File: src/rtl/lcd_win_pkg.sv
// +----------------------------------------------------------------------------+
// | lcd_win_pkg : shared types and sizing helpers for the LCD window controller |
// | Rev 1.0                                                                     |
// +----------------------------------------------------------------------------+
`default_nettype none

package lcd_win_pkg;

  typedef enum logic [2:0] {
    CMD_LOAD     = 3'd0,
    CMD_ZOOM_IN  = 3'd1,
    CMD_ZOOM_FIT = 3'd2,
    CMD_RIGHT    = 3'd3,
    CMD_LEFT     = 3'd4,
    CMD_UP       = 3'd5,
    CMD_DOWN     = 3'd6,
    CMD_REFRESH  = 3'd7
  } cmd_e;

  typedef enum logic [1:0] {
    ST_IDLE = 2'd0,
    ST_LOAD = 2'd1,
    ST_OUT  = 2'd2
  } state_e;

  typedef enum logic {
    VM_FIT  = 1'b0,
    VM_ZOOM = 1'b1
  } view_mode_e;

  function automatic int fsx_f(input int img_w, input int win);
    return img_w / win;
  endfunction

  function automatic int fsy_f(input int img_h, input int win);
    return (img_h - 1) / (win - 1);
  endfunction

  function automatic int npix_f(input int img_w, input int img_h);
    return img_w * img_h;
  endfunction

  function automatic int max_f(input int a, input int b);
    return (a > b) ? a : b;
  endfunction

endpackage

`default_nettype wire

File: src/rtl/lcd_win_addr.sv
// +----------------------------------------------------------------------------+
// | lcd_win_addr : maps view mode, anchor, row/col and mirror to buffer address |
// | Rev 1.0                                                                     |
// +----------------------------------------------------------------------------+
`default_nettype none

module lcd_win_addr
  import lcd_win_pkg::*;
#(
  parameter int IMG_W = 12,
  parameter int IMG_H = 9,
  parameter int WIN   = 4,
  parameter int AW    = 7,
  parameter int XW    = 4,
  parameter int CW    = 2
) (
  input  logic          zoom_i,
  input  logic [XW-1:0] x_i,
  input  logic [XW-1:0] y_i,
  input  logic [CW-1:0] row_i,
  input  logic [CW-1:0] col_i,
  input  logic          mirror_i,
  output logic [AW-1:0] addr_o
);

  localparam int FSX = fsx_f(IMG_W, WIN);
  localparam int FSY = fsy_f(IMG_H, WIN);

  int r_idx;
  int c_idx;
  int addr_int;

  always_comb begin
    r_idx    = int'(row_i);
    c_idx    = mirror_i ? (WIN - 1 - int'(col_i)) : int'(col_i);
    addr_int = 0;
    // Anchor limits keep the zoom window inside the frame, so no underflow here.
    if (zoom_i) begin
      addr_int = (int'(y_i) - WIN / 2 + r_idx) * IMG_W + (int'(x_i) - WIN / 2 + c_idx);
    end else begin
      addr_int = (FSY / 2 + r_idx * FSY) * IMG_W + FSX / 2 + c_idx * FSX;
    end
    addr_o = AW'(addr_int);
  end

endmodule

`default_nettype wire

File: src/rtl/lcd_win_ctrl.sv
// +----------------------------------------------------------------------------+
// | lcd_win_ctrl : frame buffer loader and fit/zoom WIN x WIN view streamer     |
// | Optional feature macro: MIRROR_EN (cmd 7 toggles horizontal mirroring)      |
// | Rev 1.0                                                                     |
// +----------------------------------------------------------------------------+
`default_nettype none

module lcd_win_ctrl
  import lcd_win_pkg::*;
#(
  parameter int DW    = 8,
  parameter int IMG_W = 12,
  parameter int IMG_H = 9,
  parameter int WIN   = 4
) (
  input  logic          clk,
  input  logic          reset,
  input  logic [DW-1:0] datain,
  input  logic [2:0]    cmd,
  input  logic          cmd_valid,
  output logic [DW-1:0] dataout,
  output logic          output_valid,
  output logic          busy
);

  localparam int N_PIX = npix_f(IMG_W, IMG_H);
  localparam int AW    = $clog2(N_PIX);
  localparam int XW    = $clog2(max_f(IMG_W, IMG_H) + 1);
  localparam int CW    = $clog2(WIN);

  localparam logic [XW-1:0] X_MIN    = XW'(WIN / 2);
  localparam logic [XW-1:0] X_MAX    = XW'(IMG_W - WIN / 2);
  localparam logic [XW-1:0] Y_MIN    = XW'(WIN / 2);
  localparam logic [XW-1:0] Y_MAX    = XW'(IMG_H - WIN / 2);
  localparam logic [XW-1:0] X_CTR    = XW'((IMG_W + 1) / 2);
  localparam logic [XW-1:0] Y_CTR    = XW'((IMG_H + 1) / 2);
  localparam logic [AW-1:0] LAST_IDX = AW'(N_PIX - 1);
  localparam logic [CW-1:0] LAST_RC  = CW'(WIN - 1);

  state_e          state_q;
  view_mode_e      mode_q;
  logic [XW-1:0]   x_q, y_q;
  logic [CW-1:0]   row_q, col_q;
  logic [AW-1:0]   idx_q;
  logic [DW-1:0]   dataout_q;
  logic            valid_q, busy_q;
  logic [AW-1:0]   rd_addr;
  logic            mirror_on;
  logic [DW-1:0]   mem_q [N_PIX];

`ifdef MIRROR_EN
  logic mirror_q;
  assign mirror_on = mirror_q;
`else
  assign mirror_on = 1'b0;
`endif

  lcd_win_addr #(
    .IMG_W (IMG_W),
    .IMG_H (IMG_H),
    .WIN   (WIN),
    .AW    (AW),
    .XW    (XW),
    .CW    (CW)
  ) u_addr (
    .zoom_i   (mode_q == VM_ZOOM),
    .x_i      (x_q),
    .y_i      (y_q),
    .row_i    (row_q),
    .col_i    (col_q),
    .mirror_i (mirror_on),
    .addr_o   (rd_addr)
  );

  // Frame buffer contents survive reset.
  always_ff @(posedge clk) begin
    if (state_q == ST_LOAD) begin
      mem_q[idx_q] <= datain;
    end
  end

  always_ff @(posedge clk or posedge reset) begin
    if (reset) begin
      state_q   <= ST_IDLE;
      mode_q    <= VM_FIT;
      x_q       <= X_CTR;
      y_q       <= Y_CTR;
      row_q     <= '0;
      col_q     <= '0;
      idx_q     <= '0;
      dataout_q <= '0;
      valid_q   <= 1'b0;
      busy_q    <= 1'b0;
`ifdef MIRROR_EN
      mirror_q  <= 1'b0;
`endif
    end else begin
      case (state_q)
        ST_IDLE: begin
          // Entered with busy still high right after a burst; that cycle only clears it.
          valid_q <= 1'b0;
          busy_q  <= 1'b0;
          if (cmd_valid && !busy_q) begin
            busy_q  <= 1'b1;
            row_q   <= '0;
            col_q   <= '0;
            idx_q   <= '0;
            state_q <= (cmd_e'(cmd) == CMD_LOAD) ? ST_LOAD : ST_OUT;
            case (cmd_e'(cmd))
              CMD_ZOOM_IN: begin
                if (mode_q == VM_FIT) begin
                  mode_q <= VM_ZOOM;
                  x_q    <= X_CTR;
                  y_q    <= Y_CTR;
                end
              end
              CMD_ZOOM_FIT: mode_q <= VM_FIT;
              CMD_RIGHT: if (mode_q == VM_ZOOM && x_q < X_MAX) x_q <= x_q + XW'(1);
              CMD_LEFT:  if (mode_q == VM_ZOOM && x_q > X_MIN) x_q <= x_q - XW'(1);
              CMD_UP:    if (mode_q == VM_ZOOM && y_q > Y_MIN) y_q <= y_q - XW'(1);
              CMD_DOWN:  if (mode_q == VM_ZOOM && y_q < Y_MAX) y_q <= y_q + XW'(1);
`ifdef MIRROR_EN
              CMD_REFRESH: mirror_q <= ~mirror_q;
`endif
              default: ;
            endcase
          end
        end
        ST_LOAD: begin
          idx_q <= idx_q + AW'(1);
          if (idx_q == LAST_IDX) begin
            state_q <= ST_OUT;
            mode_q  <= VM_FIT;
`ifdef MIRROR_EN
            mirror_q <= 1'b0;
`endif
          end
        end
        ST_OUT: begin
          dataout_q <= mem_q[rd_addr];
          valid_q   <= 1'b1;
          if (col_q == LAST_RC) begin
            col_q <= '0;
            if (row_q == LAST_RC) begin
              state_q <= ST_IDLE;
            end else begin
              row_q <= row_q + CW'(1);
            end
          end else begin
            col_q <= col_q + CW'(1);
          end
        end
        default: state_q <= ST_IDLE;
      endcase
    end
  end

  assign dataout      = dataout_q;
  assign output_valid = valid_q;
  assign busy         = busy_q;

endmodule

`default_nettype wire

File: config.mk
export PLATFORM = sky130hd
export DESIGN_NAME = lcd_win_ctrl
export DESIGN_NICKNAME = d
export VERILOG_FILES = /design/src/rtl/lcd_win_pkg.sv /design/src/rtl/lcd_win_addr.sv /design/src/rtl/lcd_win_ctrl.sv
export SDC_FILE = /design/constraint.sdc
export NUM_CORES = 1
export LEC_CHECK = 0
export CORE_MARGIN = 2
export CORE_UTILIZATION = 35
export CTS_CLUSTER_DIAMETER = 60
export DETAILED_ROUTE_END_ITERATION = 10
export PLACE_DENSITY = 0.57
export SETUP_SLACK_MARGIN = 0.15
export SLEW_MARGIN = 20
export SYNTH_ARGS = -nofsm -noshare
export SYNTH_HDL_FRONTEND = slang
export SYNTH_HIERARCHICAL = 1
export SYNTH_SLANG_ARGS = --single-unit
File: constraint.sdc
create_clock -name clk -period 6 [get_ports clk]
set_input_delay 1.2 -clock clk [delete_from_list [all_inputs] [get_ports clk]]
set_output_delay 1.2 -clock clk [all_outputs]
set_load 0.02 [all_outputs]
# After elaboration in Yosys (flattened, before gate mapping)
# Memories as Yosys holds them, arrays and structs flattened. A register that Yosys moved wholly into a read port is not among the register bits.
# Index checks and enable logic that the tools add are counted.
# word_totals
regBits	24
mem_bits_rw	864
in_bits	14
out_inout_bits	10
word_cells	104
mem_count	1
# classes
n_addsub	15
mul	3
order_cmp	4
n_eq_ne	22
muxes	31
n_reduce_logical	19
# memory_table
memory	words	word_bits	read_ports	rd_ports_with_merged_regs	write_ports	line_no	source
mem_q	108	8	1	1	1	lcd_win_ctrl.sv:49	logic [DW-1:0] mem_q [N_PIX];
# op_table
cell	count
multiplier 32 x 3 -> 5 bit, second input constant	2
adder 32 x 3 -> 32 bit	1
2-to-1 mux 4 bit	6
one-hot mux 4 bit (3 select lines)	2
2-to-1 mux 2 bit	9
inequality test 2 bit, second input constant	9
adder 7 bit	2
2-to-1 mux 7 bit	2
one-hot mux 7 bit (2 select lines)	1
AND reduction 4 bit	3
AND reduction 6 bit	2
subtractor 4 x 2 -> 5 bit, second input constant	2
equality test 3 bit, second input constant	3
adder 4 x 1 -> 4 bit, second input constant	2
> comparator 4 x 2 -> 1 bit, second input constant	2
one-hot mux 2 bit (2 select lines)	2
subtractor 4 x 1 -> 4 bit, second input constant	2
adder 7 x 1 -> 7 bit, second input constant	1
adder 7 x 2 -> 7 bit, second input constant	1
adder 7 x 3 -> 7 bit	1
equality test 7 bit, second input constant	1
equality test 2 bit, second input constant	3
equality test 3 x 2 -> 1 bit, second input constant	2
one-hot mux 1 bit (2 select lines)	3
18 further kinds	30

# Longest topological paths before layout
# depth
word_depth	5
ltp_mapped	21
mapped_depth_nobuf	20

# Cells and area by module
# The synthesis kept the hierarchy.
# by_module_without_submodules
mod	n_inst	cells_per_inst	area_each_um2	seq_area_each_um2
lcd_win_ctrl	1	1902	35570.4	26750.7
lcd_win_addr	1	103	784.5	0.0

# Least setup slack after synthesis
# Ideal clock, no wire load.
# synth_timing
path_type	reg2reg
from	register y_q[0]
to	register dataout_q[1], in the netlist dataout[1] (read register of mem_q)
setup_ns	0.126
arrival_time_ns	4.134
t_required_ns	5.874
path_slack_ns	1.740
stages_incl_launch_ff	19
path_buffers	0
synth_period_minus_slack_ns	4.260
path_cell_list	dfstp_2 ha_1 inv_1 fa_1 xor2_1 ha_1 ha_1 inv_1 fa_1 inv_1 ha_1 and3_1 a211oi_1 xnor3_1 mux2i_1 nand2_1 a311oi_1 a31o_2 nor2_1
# synth_via
elab_chain_len	5
# synth_lines
element	line_no	source
start: declaration	lcd_win_ctrl.sv:42	logic [XW-1:0] x_q, y_q;
start signal: assignment	lcd_win_ctrl.sv:120	CMD_UP: if (mode_q == VM_ZOOM && y_q > Y_MIN) y_q <= y_q - XW'(1);
start signal: assignment	lcd_win_ctrl.sv:121	CMD_DOWN: if (mode_q == VM_ZOOM && y_q < Y_MAX) y_q <= y_q + XW'(1);
subtractor 4 x 2 -> 5 bit	lcd_win_addr.sv:39	addr_int = (int'(y_i) - WIN / 2 + r_idx) * IMG_W + (int'(x_i) - WIN / 2 + c_idx);
adder 32 x 3 -> 32 bit	lcd_win_addr.sv:39	
multiplier 32 x 3 -> 5 bit	lcd_win_addr.sv:39	
adder 7 bit	lcd_win_addr.sv:39	
2-to-1 mux 7 bit	lcd_win_addr.sv:38	if (zoom_i) begin
named net rd_addr[6]	lcd_win_ctrl.sv:47	logic [AW-1:0] rd_addr;
end: declaration	lcd_win_ctrl.sv:45	logic [DW-1:0] dataout_q;
# The timed path passes the listed nets, and every way through them passes these cells.
# A chain may end at the register's enable or synchronous reset.

# Worst setup path in the final report
# layout_timing
from	register y_q[0]
to	register dataout_q[0], in the netlist dataout[0] (read register of mem_q)
# The elaborated chain is that of the path after synthesis.

==> results.yml <==
worst_setup_path:
  worstPathMaxFanout: 18
  start_kind: "register"
  max_stage_delay_ps: 790
  path_buf_inv: 4
  cp.required_ps: 6540
  end_kind: "register"
  slowest_stage: "and2_0"
  crit_chain: "ha_1 > inv_1 > fa_1 > inv_1 > ha_1 > ha_1 > inv_1 > xnor2_1 > a21oi_4 > and2_0 > buf_4 > a22oi_1 > nand3_1 > o211ai_1 > nor4_1 > nor2_1"
  arrival_ps: 5890
  critical-path-top-delay-family: "simple AND/OR/NAND/NOR gates"
  r2r_slack_ps: 650
  crit_type: "reg -> reg"
detailed_routing:
  viasPerCell: 5.35
  routed_wl_um: 90800
  drt-wirelength-per-cell_um: 25.7
  route.met2.wl_um: 43600
  m1WireLength_um: 38600
  wl_met3_um: 5820
  vias: 18900
  first_pass_iters: 5
  ant_nets: 0
  drtIter0Drc: 2187
  route.top_layer_used: "met5"
  drc: 0
clock_network:
  clk_latency_ps: 680
  clockRootBuffer: "clkbuf_16"
  htree_levels: 3
  cts_sinks: 896
  hold_buffers: 0
  cts_setup_buffers: 0
  cts.clk_slew.worst_paths_ps: 60
  cts_tree: "built"
  ctsResizeCount: 0
  clk_path_buf_depth: 3
  numCtsBuffers: 96
grt:
  grt_pass1_vias: 19200
  grt_max_degree: 109
  antenna_found_initial: 3
  grt_usage: 0.170
  grt_overflow: 0
  grt_pass1_wl_um: 134000
sta:
  hold_viol: 0
  timing.fmax_ghz: 0.187
  setup_viol: 0
  fin_ws_ps: 646
  finalCriticalPeriod_ps: 5350
  fin_crit_sh: 0.892
  final.setup.tns_ps: 0
  max-slew-margin-rel: 0.170
  tightestPinTransition_ps: 1220
  rsz0062_at_grt: "no"
  final.setup_skew_ps: 54.5
  maxSlewViolCount: 0
synthesis:
  netlist_area_mm2: 0.0364
  synthTopCellsByCount: "864 x edfxtp_1, 162 x nor2_1, 160 x mux2i_1, 141 x mux4_2, 89 x nand2_1"
  synth_ff_type: "edfxtp_1"
  yosys.area.top_type: "edfxtp_1"
  synth_cell_types: 67
  async_flop_share: 0.0357
  synth_area_leaders: "edfxtp_1 71%, mux4_2 8.7%, mux2i_1 4.4%"
  ys_ff_latch: 896
  synth_cells: 2005
  synth_most_common_cell: "edfxtp_1"
  synth_top_area_frac: 0.714
  synth_seq_area_share: 0.736
  syn_area_per_cell_um2: 18.1
  synth_edf_count: 864
  yosys_warnings: 6
die:
  start_util: 0.352
  die_x_um: 326
  core-area_mm2: 0.103
  num_io_pins: 24
  placementRows: 118
  die_area_mm2: 0.106
  die_y_um: 326
cells_and_area:
  nets: 2113
  layout-area-overhead-vs-synth_pct: 13.4
  drive_gt1_frac: 0.171
  final-seq-area_mm2: 0.0268
  multi_input_area_mm2: 0.00897
  fill_cells: 9214
  n_antenna_cell: 0
outcome:
  status: "completed"
placement:
  port_buffers: 23
  dpl_worst_slack_ps: 850
  dp_hpwl_um: 58600
  place_congestion: 0.924
flow_run:
  max_cap_violations: 0
min_path:
  worstHoldPathType: "reg -> reg"
## worst paths after layout
check / startpoint / end / cells past startpoint
worst max-delay path: y_q[0] / dataout[0] / 16
worst max register to register: y_q[0] / dataout[0] / 16
worst min register to register: output_valid / output_valid / 2
min in group asynchronous: reset / col_q[1] / 3
max in group asynchronous: reset / y_q[2] / 3
worst min-delay path: output_valid / output_valid / 2
## per-stage QoR
step | cells | hold slack [ps] | utilization | area, um2
CTS | 3526 | 492 | 0.400 | 41200
global placement | 3352 | 469 | 0.369 | 38100
global route | 3526 | 517 | 0.400 | 41200
finish | 3526 | 490 | 0.400 | 41200
detailed placement | 3352 | 477 | 0.369 | 38100
floorplan | 2006 | 486 | - | 36400
## final cells by class
cell class | instances | share of cell area
Sequential cell | 896 | 0.649
Multi-Input combinational cell | 983 | 0.217
Clock buffer | 114 | 0.0607
Tap cell | 1380 | 0.0419
Clock inverter | 60 | 0.0145
Timing Repair Buffer | 67 | 0.0144
Inverter | 26 | 0.00237
## cell families (layout without fill, tap and decap cells)
| logic type | after synthesis | after routing | synth area share |
|---|---|---|---|
| compound gates | 219 | 219 | 0.0405 |
| xor+xnor | 23 | 23 | 0.00592 |
| fa+ha+maj | 29 | 29 | 0.0108 |
| buf+inv | 127 | 267 | 0.0192 |
| flops | 896 | 896 | 0.736 |
| mux | 317 | 317 | 0.138 |
| other cells | 1 | 2 | 0.000103 |
| simple gates | 393 | 393 | 0.0493 |
## cells in the final DEF, fill, tap and decap left out, drive strengths merged, types with 30 or more instances in the layout
cell type,synthesis,routed
clkinv,1,45
inv,25,30
a22oi,57,57
nand3,51,51
edfxtp,864,864
mux2i,160,160
o21ai,36,36
clkbuf,42,114
mux4,146,146
buf,59,52
nand2,89,89
nor2,162,162
a21oi,36,36
## layer usage
| layer | up-vias | global-route usage |
|---|---|---|
| li1 | 8165 | - |
| met1 | 9888 | 0.233 |
| met5 | - | 0 |
| met2 | 673 | 0.277 |
| met4 | 2 | 0.0533 |
| met3 | 145 | 0.0307 |
## state kept, by name, indices dropped and copies added, names as in the netlist
name,count
mem_q,864
dataout,8
idx_q,7
x_q,4
y_q,4
col_q,2
row_q,2
state_q,2
busy,1
mode_q,1
output_valid,1
## tightest hold or removal path, cell delays in order, from the launching register on
cell	delay, ps
dfrtp_1	350
nand2_1	50
nand2_1	60
Power is not shown: default switching activity piles up to over one toggle a cycle in this logic, so the estimate is an artifact.
